`src/rtl/limb_pkg.sv`:
```
// Shared types for the fetch path: word width, word type, reset fetch address
// and the {pc, inst} entry carried through the prefetch queue.
// Ports: none (package).
package limb_pkg;

  localparam int WORD_W = 32;

  typedef logic [WORD_W-1:0] word_t;

  localparam word_t RESET_PC = 32'h0;

  typedef struct packed {
    word_t pc;
    word_t inst;
  } fetch_entry_t;

endpackage

```
`src/rtl/prefetch_queue.sv`:
```
// Purpose: synchronous FIFO of fetch_entry_t feeding the fetch unit's output.
// Latency: a pushed entry is visible at head the cycle after the push edge.
// Backpressure: none internally; the caller must never push when full.
// Ports: clk, rst_n (async active-low); push/push_entry write; pop retires
//        head; flush empties the queue and wins over a same-cycle push;
//        count = occupancy; head = oldest entry (stale when count = 0).
module prefetch_queue
  import limb_pkg::*;
#(
  parameter int DEPTH = 2,
  localparam int CW = $clog2(DEPTH + 1),
  localparam int PW = $clog2(DEPTH)
) (
  input  logic         clk,
  input  logic         rst_n,
  input  logic         push,
  input  fetch_entry_t push_entry,
  input  logic         pop,
  input  logic         flush,
  output logic [CW-1:0] count,
  output fetch_entry_t head
);

  fetch_entry_t      storage [DEPTH];
  logic [PW-1:0]     wr_ptr;
  logic [PW-1:0]     rd_ptr;

  assign head = storage[rd_ptr];

  // Pointers wrap naturally because DEPTH is a power of two.
  always_ff @(posedge clk or negedge rst_n) begin
    if (!rst_n) begin
      wr_ptr <= '0;
      rd_ptr <= '0;
      count  <= '0;
    end else if (flush) begin
      wr_ptr <= '0;
      rd_ptr <= '0;
      count  <= '0;
    end else begin
      if (push) wr_ptr <= wr_ptr + PW'(1);
      if (pop)  rd_ptr <= rd_ptr + PW'(1);
      case ({push, pop})
        2'b10:   count <= count + CW'(1);
        2'b01:   count <= count - CW'(1);
        default: count <= count;
      endcase
    end
  end

  // Data array needs no reset: count gates whether head is meaningful.
  always_ff @(posedge clk) begin
    if (push && !flush) storage[wr_ptr] <= push_entry;
  end

endmodule

```
`src/rtl/instruction_fetch_unit.sv`:
```
// Purpose: holds the PC, issues one RAM read per cycle, queues fetched words.
// Latency: issue -> valid is 2 cycles (1 with IFU_BYPASS_EN defined).
// Backpressure: fetch stops once queued + in-flight words reach DEPTH.
// Ports: clk, rst_n (async active-low); mem_a/mem_rw/mem_dout to the RAM;
//        redirect/redirect_pc restart fetch; inst_valid/inst_ready/inst/
//        inst_pc handshake to the control unit.
// Config macro: IFU_BYPASS_EN forwards an arriving word straight to the
//        outputs when the queue is empty.
module instruction_fetch_unit
  import limb_pkg::*;
#(
  parameter int    DEPTH    = 2,
  parameter word_t RESET_PC = limb_pkg::RESET_PC,
  localparam int   CW       = $clog2(DEPTH + 1)
) (
  input  logic              clk,
  input  logic              rst_n,
  output logic [WORD_W-1:0] mem_a,
  output logic              mem_rw,
  input  logic [WORD_W-1:0] mem_dout,
  input  logic              redirect,
  input  logic [WORD_W-1:0] redirect_pc,
  output logic              inst_valid,
  input  logic              inst_ready,
  output logic [WORD_W-1:0] inst,
  output logic [WORD_W-1:0] inst_pc
);

  logic [WORD_W-1:0] fetch_pc;
  logic [WORD_W-1:0] inflight_pc;
  logic              inflight;

  logic [CW-1:0]     q_count;
  fetch_entry_t      q_head;
  fetch_entry_t      q_in;
  logic              q_push;
  logic              q_pop;
  logic              q_nonempty;

  logic              pop;
  logic              issue;
  logic [CW:0]       occupancy;

  assign mem_a      = fetch_pc;
  assign mem_rw     = 1'b0;
  assign q_nonempty = (q_count != '0);
  assign q_in       = '{pc: inflight_pc, inst: mem_dout};

`ifdef IFU_BYPASS_EN
  logic bypass;

  // An arriving word is shown directly only when nothing older is queued.
  assign bypass     = !q_nonempty && inflight;
  assign inst_valid = q_nonempty || bypass;
  assign inst       = q_nonempty ? q_head.inst : (bypass ? mem_dout    : '0);
  assign inst_pc    = q_nonempty ? q_head.pc   : (bypass ? inflight_pc : '0);
  assign q_push     = inflight && !(bypass && inst_ready);
  assign q_pop      = pop && q_nonempty;
`else
  assign inst_valid = q_nonempty;
  assign inst       = q_nonempty ? q_head.inst : '0;
  assign inst_pc    = q_nonempty ? q_head.pc   : '0;
  assign q_push     = inflight;
  assign q_pop      = pop;
`endif

  assign pop = inst_valid && inst_ready;

  // A pop implies a queued or arriving word, so this never underflows.
  assign occupancy = {1'b0, q_count} + (CW + 1)'(inflight) - (CW + 1)'(pop);
  assign issue     = !redirect && (occupancy < (CW + 1)'(DEPTH));

  always_ff @(posedge clk or negedge rst_n) begin
    if (!rst_n) begin
      fetch_pc    <= RESET_PC;
      inflight    <= 1'b0;
      inflight_pc <= '0;
    end else if (redirect) begin
      // Dropping inflight discards the word returning next cycle.
      fetch_pc <= redirect_pc;
      inflight <= 1'b0;
    end else if (issue) begin
      fetch_pc    <= fetch_pc + 32'd1;
      inflight    <= 1'b1;
      inflight_pc <= fetch_pc;
    end else begin
      inflight <= 1'b0;
    end
  end

  prefetch_queue #(
    .DEPTH (DEPTH)
  ) u_queue (
    .clk        (clk),
    .rst_n      (rst_n),
    .push       (q_push),
    .push_entry (q_in),
    .pop        (q_pop),
    .flush      (redirect),
    .count      (q_count),
    .head       (q_head)
  );

endmodule

```
`config.mk`:
```
export PLATFORM = sky130hd
export DESIGN_NAME = instruction_fetch_unit
export DESIGN_NICKNAME = d
export VERILOG_FILES = /design/src/rtl/limb_pkg.sv /design/src/rtl/prefetch_queue.sv /design/src/rtl/instruction_fetch_unit.sv
export SDC_FILE = /design/constraint.sdc
export NUM_CORES = 1
export LEC_CHECK = 0
export CAP_MARGIN = 25
export CORE_MARGIN = 2
export CORE_UTILIZATION = 56
export DETAILED_ROUTE_END_ITERATION = 8
export PLACE_DENSITY = 0.89
export SETUP_SLACK_MARGIN = 0.3
export SLEW_MARGIN = 20
export SYNTH_ARGS = -nofsm -noshare
export SYNTH_HDL_FRONTEND = slang
export SYNTH_HIERARCHICAL = 1
export SYNTH_SLANG_ARGS = --single-unit
```
`constraint.sdc`:
```
create_clock -name clk -period 16.9 [get_ports clk]
set_input_delay 1.69 -clock clk [delete_from_list [all_inputs] [get_ports clk]]
set_output_delay 1.69 -clock clk [all_outputs]
set_load 0.005 [all_outputs]
```
==> reports/metrics.yaml <==
run_status:
  status: "completed"
sta:
  slew_violations: 0
  period_minus_slack_ns: 4.63
  hold_slack_ns: 0.476
  slew-limit-headroom_pct: 34.0
  fin_skew_ns: 0.00849
  fin_setup_tns_ns: 0
  setup_violations: 0
  worst_pin_slew_ns: 0.989
  fin_crit_sh_pct: 27.4
  grt_setup_unrepaired: "no"
  fmax_ghz: 0.216
  hold_violations: 0
  setup_ws_ns: 12.27
synthesis:
  yosysMostFrequentCell: "edfxtp_1"
  syn_avg_cell_area_um2: 15.0
  synth_cell_types: 42
  synth_area_um2: 8750
  synth_top_area_cell: "edfxtp_1"
  synthFlopType: "edfxtp_1"
  yosys_warnings: 6
  yosys.area.top_type_share_pct: 43.9
  netlist_instances: 582
  synth_edf_count: 128
  synth_seq_cells: 197
  ys_top_cells_by_area: "edfxtp_1 (44%), dfrtp_1 (20%), mux2_4 (12%), and2_1 (4.7%), xnor2_1 (3.0%)"
  async_flop_share_pct: 35.0
  ys_seq_area_share_pct: 63.7
  yosys-top-cells-count: "edfxtp_1 (128), mux2_4 (70), dfrtp_1 (69), and2_1 (66), nand2_1 (48)"
  syn_nets: 653
power_and_ir_drop:
  power.leakage_nw: 4.17
  powerDensity_nw_per_um2: 154
  swShare_pct: 28.4
  p_seq_share_pct: 42.1
  peakVddDrop_v: 0.0000943
  comb_power_share_pct: 34.4
  p_switching_uw: 486
  internal_power_mw: 1.23
  clkPwrFrac_pct: 23.5
detailed_routing:
  post_drt_wl_per_cell_um: 17.6
  drc: 0
  wl_um: 17100
  vias: 5073
  vias_per_cell: 5.25
  drtIter0Drc: 316
  dr_wl_met2_um: 8560
  drt-met1-wl_um: 7300
  dr.max_layer_used: "met4"
  drt_first_pass_iters: 5
  detail-route-antenna-nets: 0
  dr_wl_met3_um: 922
grt:
  grt_use_total_pct: 21.3
  grt_pass1_wl_um: 26900
  grt_max_degree: 70
  overflow: 0
  grt_pass1_vias: 5047
  antenna_found_initial: 0
layout:
  final_util_pct: 72.8
  n_antenna_cell: 0
  syn2layout_area_growth_pct: 26.9
  nets: 814
  design_area_um2: 11100
  layout-drive-gt1-share_pct: 20.4
  multi_input_area_um2: 2950
  nFillCells: 958
  seqCellArea_um2: 5570
clock_network:
  clock-sinks: 197
  clockBufferDepth: 2
  htreeDepth: 4
  post_cts_buffers: 0
  post_cts_resized: 0
  cts_tree: "built"
  clk_latency_ns: 0.43
  root_buffer: "clkbuf_16"
  cts_hold_buf: 0
  clkTransAtPathRegs_ns: 0.07
  cts_buffers: 17
placed_design:
  place_congestion: 0.876
  dpl_cell_area_um2: 10500
  dp_hpwl_um: 11500
  dp_slack_ns: 11.95
  portBuffers: 164
critical_path:
  crit_arrival_ns: 4.93
  path_max_fanout: 37
  start_kind: "input port"
  path_cells: "clkdlybuf4s50_1 -> and2_1 -> ha_1 -> nand2b_1 -> fa_1 -> xnor2_2 -> nand2_2 -> or2_2 -> mux2_4"
  critPathMaxStageDelay_ns: 0.66
  critPathSlowestCell: "or2_2"
  crit_type: "in2reg"
  required_ns: 17.21
  cp-end-kind: "register"
die:
  die_y_um: 129
  die_w_um: 129
  start_util_pct: 57.3
  ios: 166
  core_um2: 15300
  design.die.area_um2: 16600
  num_rows: 45
worst_hold_path:
  hp-class: "reg2reg"
job:
  maxCapViolations: 0
registers in the layout, summed over array words and instances (netlist names):
signal	count
inflight	1
u_queue/wr_ptr	1
u_queue/rd_ptr	1
u_queue/storage	128
u_queue/count	2
mem_a	32
inflight_pc	32
per-layer routing:
layer	global-route usage (%)	vias to the layer above
li1	-	2415
met1	28.4	2451
met2	34.7	188
met3	4.03	19
met4	9.14	0
met5	0	-
area by class of cell:
class | instances | area share [%]
Sequential cell | 197 | 50.2
Multi-Input combinational cell | 351 | 26.6
Timing Repair Buffer | 170 | 15.2
Clock buffer | 21 | 4.44
Tap cell | 211 | 2.38
Clock inverter | 11 | 0.991
Inverter | 6 | 0.203
cells in the final DEF, fill, tap and decap left out, types with 2 or more instances in the layout:
cell,n
dfrtp_1,68
buf_4,6
ha_1,2
nand3_1,9
clkbuf_16,19
nor2_1,7
nor3_1,11
nor3b_2,2
edfxtp_1,128
or2_2,2
xor2_1,4
mux2_2,23
and3_1,7
and2_1,66
nor4_2,7
o21ai_1,12
nor4_1,6
nand4_2,2
inv_6,2
mux2_4,70
clkinvlp_4,3
nand2_1,48
nand4_1,5
nand3_2,2
xnor2_1,30
clkdlybuf4s50_1,162
clkinv_4,2
o21ai_0,23
inv_1,6
critical path, delay by kind of cell:
| kind | cells | cell delay [ns] |
|---|---|---|
| xor gates and xnor gates | 1 | 0.39 |
| adders and majority gates | 2 | 0.74 |
| and+or+nand+nor | 4 | 1.22 |
| muxes | 1 | 0.44 |
| buffers and inverters | 1 | 0.45 |
power groups by stage:
stage                     Clock, mW  Combinational [mW]  Sequential [mW]
after floorplan                   0               0.401            0.692
after global placement            0               0.554            0.732
after detailed placement          0               0.588            0.729
after CTS                     0.410               0.596            0.720
after global routing          0.429               0.635            0.732
final                         0.402               0.589            0.721
cell families (layout without fill, tap and decap cells):
kind of cell    after synthesis  after routing  share of synthesized area, %
other cells                   1              1                        0.0429
buf+inv                      34            208                          2.67
fa+ha+maj                     3              3                         0.515
simple gates                183            183                          12.4
xor+xnor                     35             35                          3.59
mux                          94             94                          15.1
compound gates               35             35                          2.00
flops                       197            197                          63.7
worst paths after layout:
check	startpoint	endpoint	slack, ns	cells past startpoint
max	inst_ready	inflight_pc[14]	12.27	9
min	inflight_pc[5]	u_queue/storage[0][37]	0.48	0
max reg2reg	u_queue/count[1]	inflight_pc[14]	12.50	9
min reg2reg	inflight_pc[5]	u_queue/storage[0][37]	0.48	0
max in group asynchronous	rst_n	u_queue/rd_ptr	14.80	2
min in group asynchronous	rst_n	inflight_pc[3]	1.44	2
per-stage QoR:
stage	power, mW	instances
3_3_place_gp	1.29	934
3_5_place_dp	1.32	935
5_1_grt	1.80	967
6_report	1.71	967
2_1_floorplan	1.09	582
4_1_cts	1.73	967
Note: power is estimated with default switching activity, not from simulation.
